## config.mk

```make
export PLATFORM = sky130hd
export DESIGN_NAME = uart_tx_ctrl
export DESIGN_NICKNAME = d
export VERILOG_FILES = /design/src/rtl/uart_tx_ctrl.sv
export SDC_FILE = /design/constraint.sdc
export NUM_CORES = 1
export LEC_CHECK = 0
export ABC_AREA = 1
export BUFFER_PORTS_ARGS = -buffer_cell sky130_fd_sc_hd__buf_2
export CORE_UTILIZATION = 58
export DETAILED_ROUTE_END_ITERATION = 10
export PLACE_DENSITY = 0.88
export SLEW_MARGIN = 10
export SYNTH_ARGS = -nofsm -noshare
export SYNTH_HDL_FRONTEND = slang
export SYNTH_SLANG_ARGS = --single-unit
```

## constraint.sdc

```tcl
create_clock -name clock -period 2.4 [get_ports clock]
set_input_delay 0.6 -clock clock [delete_from_list [all_inputs] [get_ports clock]]
set_output_delay 0.6 -clock clock [all_outputs]
set_load 0.1 [all_outputs]
```

## src/rtl/uart_tx_ctrl.sv

```systemverilog
// UART transmitter: 8N1-style framing with configurable bit time and payload width.
// Define UART_TX_PARITY_EN to insert an even-parity bit between the data bits and the stop bit.
module uart_tx_ctrl #(
    parameter int unsigned CLK_DIV   = 16,
    parameter int unsigned DATA_BITS = 8
) (
    input  logic                 clock,
    input  logic                 reset_L,
    input  logic [DATA_BITS-1:0] data,
    input  logic                 send,
    output logic                 ready,
    output logic                 done,
    output logic                 tx
);

    localparam int unsigned CntW = $clog2(CLK_DIV);
    localparam int unsigned BitW = $clog2(DATA_BITS + 1);
    localparam logic [CntW-1:0] CntLast = CntW'(CLK_DIV - 1);
    localparam logic [BitW-1:0] BitLast = BitW'(DATA_BITS - 1);

    typedef enum logic [2:0] {
        StIdle,
        StStart,
        StData,
`ifdef UART_TX_PARITY_EN
        StParity,
`endif
        StStop
    } state_e;

    state_e               state_q, state_d;
    logic [CntW-1:0]      cnt_q, cnt_d;
    logic [BitW-1:0]      bit_q, bit_d;
    logic [DATA_BITS-1:0] shift_q, shift_d;
    logic                 tx_q, tx_d;
    logic                 done_q, done_d;
    logic                 bit_end;
`ifdef UART_TX_PARITY_EN
    logic                 parity_q, parity_d;
`endif

    assign bit_end = (cnt_q == CntLast);

    // tx is registered, so each branch loads the line value for the bit that starts next cycle.
    always_comb begin
        state_d = state_q;
        cnt_d   = cnt_q;
        bit_d   = bit_q;
        shift_d = shift_q;
        tx_d    = tx_q;
        done_d  = 1'b0;
`ifdef UART_TX_PARITY_EN
        parity_d = parity_q;
`endif
        if (state_q != StIdle) begin
            cnt_d = bit_end ? '0 : cnt_q + 1'b1;
        end
        unique case (state_q)
            StIdle: begin
                tx_d = 1'b1;
                if (send) begin
                    state_d = StStart;
                    shift_d = data;
                    cnt_d   = '0;
                    bit_d   = '0;
                    tx_d    = 1'b0;
`ifdef UART_TX_PARITY_EN
                    parity_d = ^data;
`endif
                end
            end
            StStart: begin
                if (bit_end) begin
                    state_d = StData;
                    tx_d    = shift_q[0];
                    shift_d = shift_q >> 1;
                end
            end
            StData: begin
                if (bit_end) begin
                    if (bit_q == BitLast) begin
                        bit_d = '0;
`ifdef UART_TX_PARITY_EN
                        state_d = StParity;
                        tx_d    = parity_q;
`else
                        state_d = StStop;
                        tx_d    = 1'b1;
`endif
                    end else begin
                        bit_d   = bit_q + 1'b1;
                        tx_d    = shift_q[0];
                        shift_d = shift_q >> 1;
                    end
                end
            end
`ifdef UART_TX_PARITY_EN
            StParity: begin
                if (bit_end) begin
                    state_d = StStop;
                    tx_d    = 1'b1;
                end
            end
`endif
            StStop: begin
                if (bit_end) begin
                    state_d = StIdle;
                    tx_d    = 1'b1;
                    done_d  = 1'b1;
                end
            end
            default: begin
                state_d = StIdle;
                tx_d    = 1'b1;
            end
        endcase
    end

    always_ff @(posedge clock or negedge reset_L) begin
        if (!reset_L) begin
            state_q <= StIdle;
            cnt_q   <= '0;
            bit_q   <= '0;
            shift_q <= '0;
            tx_q    <= 1'b1;
            done_q  <= 1'b0;
`ifdef UART_TX_PARITY_EN
            parity_q <= 1'b0;
`endif
        end else begin
            state_q <= state_d;
            cnt_q   <= cnt_d;
            bit_q   <= bit_d;
            shift_q <= shift_d;
            tx_q    <= tx_d;
            done_q  <= done_d;
`ifdef UART_TX_PARITY_EN
            parity_q <= parity_d;
`endif
        end
    end

    assign ready = (state_q == StIdle);
    assign done  = done_q;
    assign tx    = tx_q;

endmodule

```

**Word level (Yosys, flattened, before mapping)**

Index checks and enable logic that the tools add are counted.

- RAM bits: 0
- Memory bits (read-only): 0
- Bits of input ports: 11
- Memories kept: 0
- Register bits: 21
- Bits in latches: 0
- Word-level logic and storage cells: 54

- Reductions and logical operators: 8
- Divide/modulo/power cells: 0
- Add/subtract/negate cells: 2
- Multipliers: 0
- Shift operators: 0
- Bitwise logic cells: 0
- Order comparisons: 0
- Eq/ne operators: 11
- Multiplexer cells: 27

Operators with widths:

| kind | number |
|---|---|
| $mux 8 | 4 |
| $mux 4 | 7 |
| $pmux 8 s3 | 1 |
| $mux 3 | 5 |
| $ne 2x2->1 const B | 6 |
| $pmux 3 s4 | 1 |
| $reduce_and 5->1 | 2 |
| $add 4x1->4 const B | 2 |
| $pmux 4 s2 | 1 |
| $mux 1 | 7 |
| $eq 3x2->1 const B | 2 |
| $reduce_and 3->1 | 2 |
| $reduce_bool 3->1 | 2 |
| $eq 4x3->1 const B | 1 |
| $eq 4x4->1 const B | 1 |
| $pmux 1 s4 | 1 |
| $eq 3x1->1 const B | 1 |
| $logic_not 3->1 | 1 |
| $reduce_bool 2->1 | 1 |

**Longest topological paths before layout**

Gate-level depths: netlist (run 1).

- Depth after elaboration: 5
- Gate-level depth with buffers: 10
- Mapped depth without buffers: 9

**Worst setup path after synthesis (run 1)**

OpenSTA, ideal clock, no wires.

- Path kind: register to register
- Start: reg state_q[0]
- End: reg shift_q[0]
- Arrival: 2.072 ns
- Period minus slack after synthesis: 2.189 ns
- Stages on the path, launching flop included: 10
- Library setup time: 0.117 ns
- Slack: 0.211 ns
- Cell sequence: dfrtp_1 > inv_1 > ha_1 > inv_2 > nand2_4 > nand2_2 > o21ai_4 > nand3_4 > nand2_1 > nand2_1

- Cells in the longest elaborated chain, start to end: 3
- Elaborated cells between the ends (all ways): 10

RTL lines:

| item | line | source |
|---|---|---|
| start, declared | 31 | `state_e state_q, state_d;` |
| start signal, assigned | 121 | `state_q <= StIdle;` |
| start signal, assigned | 131 | `state_q <= state_d;` |
| $logic_not 3->1 * | n/a |  |
| named net ready | 11 | `output logic ready,` |
| $ne 2x2->1 (no line) / $reduce_bool 3->1 (equally long branches) | n/a |  |
| $reduce_and 5->1 (no line) | n/a |  |
| end signal, assigned | 134 | `shift_q <= shift_d;` |
| end, declared | 34 | `logic [DATA_BITS-1:0] shift_q, shift_d;` |

Mark *: on every way through the listed nets, which the timed path passes. The rest lies on a longest branch.
A chain may end at the register's enable or synchronous reset.

**Worst setup path after layout (run 1)**

- Start: reg state_q[0]
- End: out ready

- Cells in the longest elaborated chain, start to end: 1

RTL lines:

| item | line | source |
|---|---|---|
| $logic_not 3->1 | 143 | `assign ready = (state_q == StIdle);` |
| end, declared | 11 |  |

Every way passes these cells.

==> out/qor.json, run 1 <==
{
  "run_status": {
    "run_status": "completed"
  },
  "yosys": {
    "yosys_warnings": 0,
    "netlist_top_cells_count": "nand2_1, dfrtp_1, inv_1",
    "synth.area.mux_share_pct": 0,
    "synth.lib_cells_used.distinct": 25,
    "synth.most_common_cell": "nand2_1",
    "ys_seq_elements": 20,
    "yosys.area_share.xor_xnor_pct": 1.47,
    "netlist_top_cells_area": "dfrtp_1, nand2_1, ha_1, nand4_1, inv_1",
    "postSynthCellCount": 145,
    "synth_edf_count": 0,
    "synth_compound_gate_area_share_pct": 9.65,
    "syn_area_um2": 1190,
    "synth_largest_area_cell": "dfrtp_1",
    "postSynthAreaPerCell_um2": 8.22,
    "synth.yosys.seq_area_share_pct": 42.1,
    "synth-simple-area-share_pct": 32.7,
    "main_combinational_cell_family_by_area_after_synthesis": "simple AND/OR/NAND/NOR gates",
    "yosys.area_share.adder_pct": 7.35,
    "postSynth.topFlopCell": "dfrtp_1",
    "netlist.area_leader.share_pct": 39.9,
    "ys_async_sr_fraction_pct": 100,
    "syn-num-nets": 163
  },
  "timing": {
    "max_freq_mhz": 472,
    "min_period_ps": 2120,
    "tns_ps": 0,
    "post-route-worst-setup-slack_ps": 281,
    "slew_viol_final": 0,
    "finalHoldViolations": 0,
    "finalCritPeriodShare_pct": 88.3,
    "worst_margin_pin_slew_ps": 487,
    "setup_viol": 0,
    "final.setup_skew_ps": 1.61,
    "hold_slack_ps": 230,
    "maxSlewHeadroom_pct": 67.8,
    "grt_setup_unrepaired": "no"
  },
  "cells_and_area": {
    "finalNetCount": 179,
    "drive_above_1_share_pct": 20.0,
    "post-route-cell-area_um2": 1300,
    "layout.cells.non_filler": 187,
    "final_util_pct": 67.0,
    "antennaDiodeCount": 0,
    "syn2layout_area_growth_pct": 9.13
  },
  "power": {
    "power_density_nw_per_um2": 1390,
    "total_switching_power_mw": 0.928,
    "vdd.ir_drop.worst_mv": 0.948,
    "static-leakage-power_nw": 0.676,
    "switching_share_pct": 51.4,
    "internal_power_mw": 0.875,
    "combPwrFrac_pct": 59.1,
    "pwr-share-clk_pct": 8.7,
    "finalPower_mw": 1.80,
    "seq_power_share_pct": 32.1
  },
  "run": {
    "total_of_max_cap_violations": 0
  },
  "drt": {
    "post_route_wl_mm": 2.12,
    "route.detailed.vias_per_inst": 5.26,
    "drt_pre_antenna_iters": 7,
    "vias": 984,
    "detailedRoute.firstIterationViolations": 20,
    "route.detailed.wl_per_inst_um": 11.3,
    "route.detailed.drc": 0,
    "ant_nets": 0
  },
  "setup_path": {
    "critical-path-slowest-cell": "buf_2",
    "crit_chain": "inv_1 -> ha_1 -> buf_2",
    "crit_type": "reg2out",
    "cp.required_ps": 1800,
    "crit_path_start_kind": "register",
    "critical_path_peak_fanout": 5,
    "setup.worst_path.end_class": "output port",
    "arrival_ps": 1520,
    "max_stage_delay_ps": 450
  },
  "die": {
    "pin_count": 14,
    "design.die.area_um2": 2240,
    "floorplan.initialDensity_pct": 61.4,
    "die_h_um": 47.3,
    "core-area_um2": 1940,
    "placementRows": 16,
    "die_w_um": 47.3
  },
  "global_routing": {
    "maximum_number_of_pins_on_one_net_before_global_route_repair": 21,
    "globalRouteOverflowTotal": 0,
    "globalRouteTotalUtil_pct": 22.2,
    "antenna_found_initial": 0,
    "first_global_vias": 822,
    "first_pass_grt_wire_length_mm": 3.50
  },
  "min_path": {
    "hp-class": "in2async"
  },
  "cts": {
    "worst_skew_pair.late_latency_ps": 290,
    "clockBufferDepth": 2,
    "h-tree-depth": 1,
    "cts_hold_repair.buffers": 0,
    "clock-sinks": 20,
    "buffers_inserted_during_post_cts_setup_optimization": 0,
    "post_cts_repair_resize_count": 0,
    "cts-buffers-inserted": 3,
    "cts_tree": "done",
    "cts.reportedPaths.clkPinSlew_ps": 100,
    "root_buffer": "clkbuf_4"
  },
  "placement": {
    "dp_hpwl_mm": 1.57,
    "place_worst_setup_slack_ps": 625,
    "placed_cells": 183,
    "buffer_ports.inserted": 13,
    "gpl.final_weighted_congestion": 0.810,
    "placedInstanceArea_um2": 1270
  }
}
==> power groups by stage <==
stage / clock network (mW) / registers [mW] / logic (mW)
finish: 0.158 / 0.579 / 1.07
global route: 0.182 / 0.593 / 1.21
CTS: 0.163 / 0.578 / 1.07
detailed placement: 0 / 0.581 / 1.07
global placement: 0 / 0.574 / 1.02
floorplan: 0 / 0.621 / 0.846
==> area by class of cell <==
type / instances / area, um^2
well taps: 27 / 33.8
flip-flops and latches: 20 / 502
fillers: 159 / 641
clock buffers: 4 / 26.3
inverters: 17 / 63.8
repair buffers: 13 / 65.1
multi-input cells: 106 / 611
==> path summary, 6_finish.rpt <==
path | slack (ps) | endpoint | start | cells after the start
setup / recovery | 280 | ready | state_q[0] | 3
hold / removal | 230 | bit_q[2] | reset_L | 1
setup reg to reg | 670 | shift_q[5] | state_q[0] | 9
hold reg to reg | 490 | shift_q[0] | shift_q[0] | 2
max in group asynchronous | 1840 | tx | reset_L | 1
min in group clock | 490 | shift_q[0] | shift_q[0] | 2
==> layout by cell type, fill, tap and decap left out <==
cell type  synthesis  routed
nand3_1            5       5
a22o_2             1       1
nor2_1             7       7
nand4_1           12      12
buf_2              1      13
dfrtp_1           19      19
dfstp_2            1       1
nand3_4            2       2
clkbuf_1           0       1
inv_2              2       2
xnor2_1            1       1
a21oi_1            4       4
nor3b_1            1       1
nand2_2            5       5
nor2_4             1       1
o21ai_0           11      11
o21ai_2            1       1
clkbuf_4           0       3
ha_1               7       7
o21ai_1            1       1
nor2_2             1       1
inv_1             15      15
nand2_1           43      43
o21ai_4            1       1
nand2_4            1       1
xor2_1             1       1
==> metal layers <==
layer | GRT usage, % | vias to the layer above | share of wire [%]
met1 | 29.0 | 448 | 46
met3 | 5.77 | 4 | 4.1
met2 | 37.0 | 26 | 49
li1 | - | 506 | -
met5 | 0 | - | 0
met4 | 5.14 | 0 | 0.99
==> logic make-up after synthesis <==
| kind of cell | Yosys count |
|---|---|
| buf+inv | 19 |
| compound gates | 19 |
| simple gates | 78 |
| fa+ha+maj | 7 |
| flops | 20 |
| xor+xnor | 2 |
==> critical path: cells and delay by family, from the launching register on <==
family / cells / cell delay [ps]
DFF: 1 / 440
buffers and inverters: 2 / 560
adders and majority gates: 1 / 220
==> flip-flops by register name, summed over array words and instances, names as in the netlist <==
name     count
shift_q      8
bit_q        4
cnt_q        4
state_q      2
done         1
tx           1
No activity file was read; power rests on OpenSTA's default activity.
==> run 2: changes to the inputs <==
==> constraint.sdc (replaced) <==
create_clock -name clock -period 2.4 [get_ports clock]
set_input_delay 0.48 -clock clock [delete_from_list [all_inputs] [get_ports clock]]
set_output_delay 0.48 -clock clock [all_outputs]
set_load 0.1 [all_outputs]
==> run 2 against run 1 <==
  * Global-route usage rose by 0.75 points
  * Wire length rose by 7.8%
  * Sequential share of layout area fell by 0.29 points
  * Largest power group unchanged
==> out/qor.json, run 2 (synthesis results as in run 1) <==
{
  "run_status": {
    "run_status": "completed"
  },
  "drt": {
    "route.detailed.vias_per_inst": 5.29,
    "post_route_wl_mm": 2.28,
    "route.detailed.drc": 0,
    "vias": 990,
    "detailedRoute.firstIterationViolations": 24,
    "ant_nets": 0,
    "drt_pre_antenna_iters": 4,
    "route.detailed.wl_per_inst_um": 12.2
  },
  "timing": {
    "setup_viol": 0,
    "worst_margin_pin_slew_ps": 484,
    "maxSlewHeadroom_pct": 67.9,
    "grt_setup_unrepaired": "no",
    "post-route-worst-setup-slack_ps": 365,
    "finalCritPeriodShare_pct": 84.8,
    "max_freq_mhz": 491,
    "final.setup_skew_ps": 1.24,
    "slew_viol_final": 0,
    "finalHoldViolations": 0,
    "min_period_ps": 2030,
    "tns_ps": 0
  },
  "setup_path": {
    "setup.worst_path.end_class": "output port",
    "critical_path_peak_fanout": 5,
    "arrival_ps": 1550,
    "crit_type": "reg2out",
    "max_stage_delay_ps": 450,
    "cp.required_ps": 1920,
    "crit_path_start_kind": "register",
    "critical-path-slowest-cell": "dfrtp_1",
    "crit_chain": "inv_1 -> ha_1 -> buf_2"
  },
  "cells_and_area": {
    "multi_input_area_um2": 611,
    "filler_cell_count": 165,
    "layout.cells.non_filler": 187,
    "mostFrequentLayoutCell": "nand2_1",
    "antennaDiodeCount": 0,
    "drive_above_1_share_pct": 20.6,
    "most-common-layout-cells": "nand2_1, dfrtp_1, inv_1, buf_2, nand4_1",
    "post-route-cell-area_um2": 1310,
    "registers_with_the_highest_flip_flop_counts": "shift_q: 8 flops, bit_q: 4 flops, cnt_q: 4 flops",
    "finalNetCount": 179,
    "largest_register_ffs": 8,
    "final-seq-area_um2": 502,
    "syn2layout_area_growth_pct": 9.97,
    "top_register": "shift_q"
  },
  "cts": {
    "worst_skew_pair.late_latency_ps": 310,
    "post_cts_repair_resize_count": 0,
    "cts_tree": "done",
    "cts.reportedPaths.clkPinSlew_ps": 110,
    "root_buffer": "clkbuf_4",
    "h-tree-depth": 1,
    "clock-sinks": 20,
    "buffers_inserted_during_post_cts_setup_optimization": 0,
    "cts_hold_repair.buffers": 0,
    "cts-buffers-inserted": 3,
    "clockBufferDepth": 2
  },
  "power": {
    "pwr-share-clk_pct": 10.6,
    "static-leakage-power_nw": 0.682,
    "finalPower_mw": 1.85,
    "seq_power_share_pct": 31.3,
    "switching_share_pct": 51.2,
    "power_density_nw_per_um2": 1410,
    "total_switching_power_mw": 0.948,
    "vdd.ir_drop.worst_mv": 1.05,
    "internal_power_mw": 0.904,
    "combPwrFrac_pct": 58.1
  },
  "global_routing": {
    "global_route.usage.met2_pct": 38.4,
    "grt_use_met1_pct": 29.0,
    "globalRouteOverflowTotal": 0,
    "first_pass_grt_wire_length_mm": 3.55,
    "antenna_found_initial": 0,
    "first_global_vias": 828,
    "global_route.peak_usage_layer": "met2",
    "grt_util_met3_pct": 3.85,
    "maximum_number_of_pins_on_one_net_before_global_route_repair": 21,
    "globalRouteTotalUtil_pct": 23.0
  },
  "placement": {
    "place_worst_setup_slack_ps": 700,
    "dp_hpwl_mm": 1.65,
    "gpl.final_weighted_congestion": 0.818,
    "placed_cells": 183,
    "placedInstanceArea_um2": 1270,
    "buffer_ports.inserted": 13
  },
  "die": {
    "core-area_um2": 1940,
    "placementRows": 16,
    "pin_count": 14,
    "die_h_um": 47.3,
    "design.die.area_um2": 2240,
    "die_w_um": 47.3,
    "floorplan.initialDensity_pct": 61.4
  },
  "run": {
    "total_of_max_cap_violations": 0
  },
  "min_path": {
    "hp-class": "in2async"
  }
}
run 2: cell type report:
cell class	count	area share (%)
multi-input cells	106	46.6
flip-flops and latches	20	38.3
repair buffers	13	4.96
inverters	17	4.87
clock buffers	4	2.77
well taps	27	2.58
run 2: path summary, 6_finish.rpt:
path | from | endpoint | slack [ps] | depth (start not counted)
max in group asynchronous | reset_L | tx | 1970 | 1
worst max-delay path | state_q[0] | ready | 370 | 3
min in group clock | shift_q[4] | shift_q[4] | 480 | 2
worst min-delay path | reset_L | bit_q[2] | 100 | 1
worst min register to register | shift_q[4] | shift_q[4] | 480 | 2
worst max register to register | state_q[0] | shift_q[2] | 670 | 8
run 2: per-layer routing:
metal	up-vias	share of wire, %
met2	22	51
li1	506	-
met3	6	3.2
met1	456	43
met5	-	0
met4	0	2.7
run 2: critical path: cells and delay by family, from the launching register on:
kind / cells / cell delay [ps]
adders and majority gates: 1 / 240
buffers and inverters: 2 / 560
DFF: 1 / 450
run 2: power groups by stage:
stage | Combinational [mW] | Sequential, mW | Clock (mW)
final | 1.08 | 0.579 | 0.196
after global routing | 1.22 | 0.593 | 0.215
after CTS | 1.08 | 0.578 | 0.197
after detailed placement | 1.07 | 0.581 | 0
after global placement | 1.02 | 0.574 | 0
after floorplan | 0.846 | 0.621 | 0
run 2: through the flow:
stage / util [%] / hold slack (ps)
2_1_floorplan: - / 184
3_5_place_dp: 65.7 / 452
5_1_grt: 67.5 / 122
3_3_place_gp: 65.7 / 443
6_report: 67.5 / 96.1
4_1_cts: 67.5 / 115
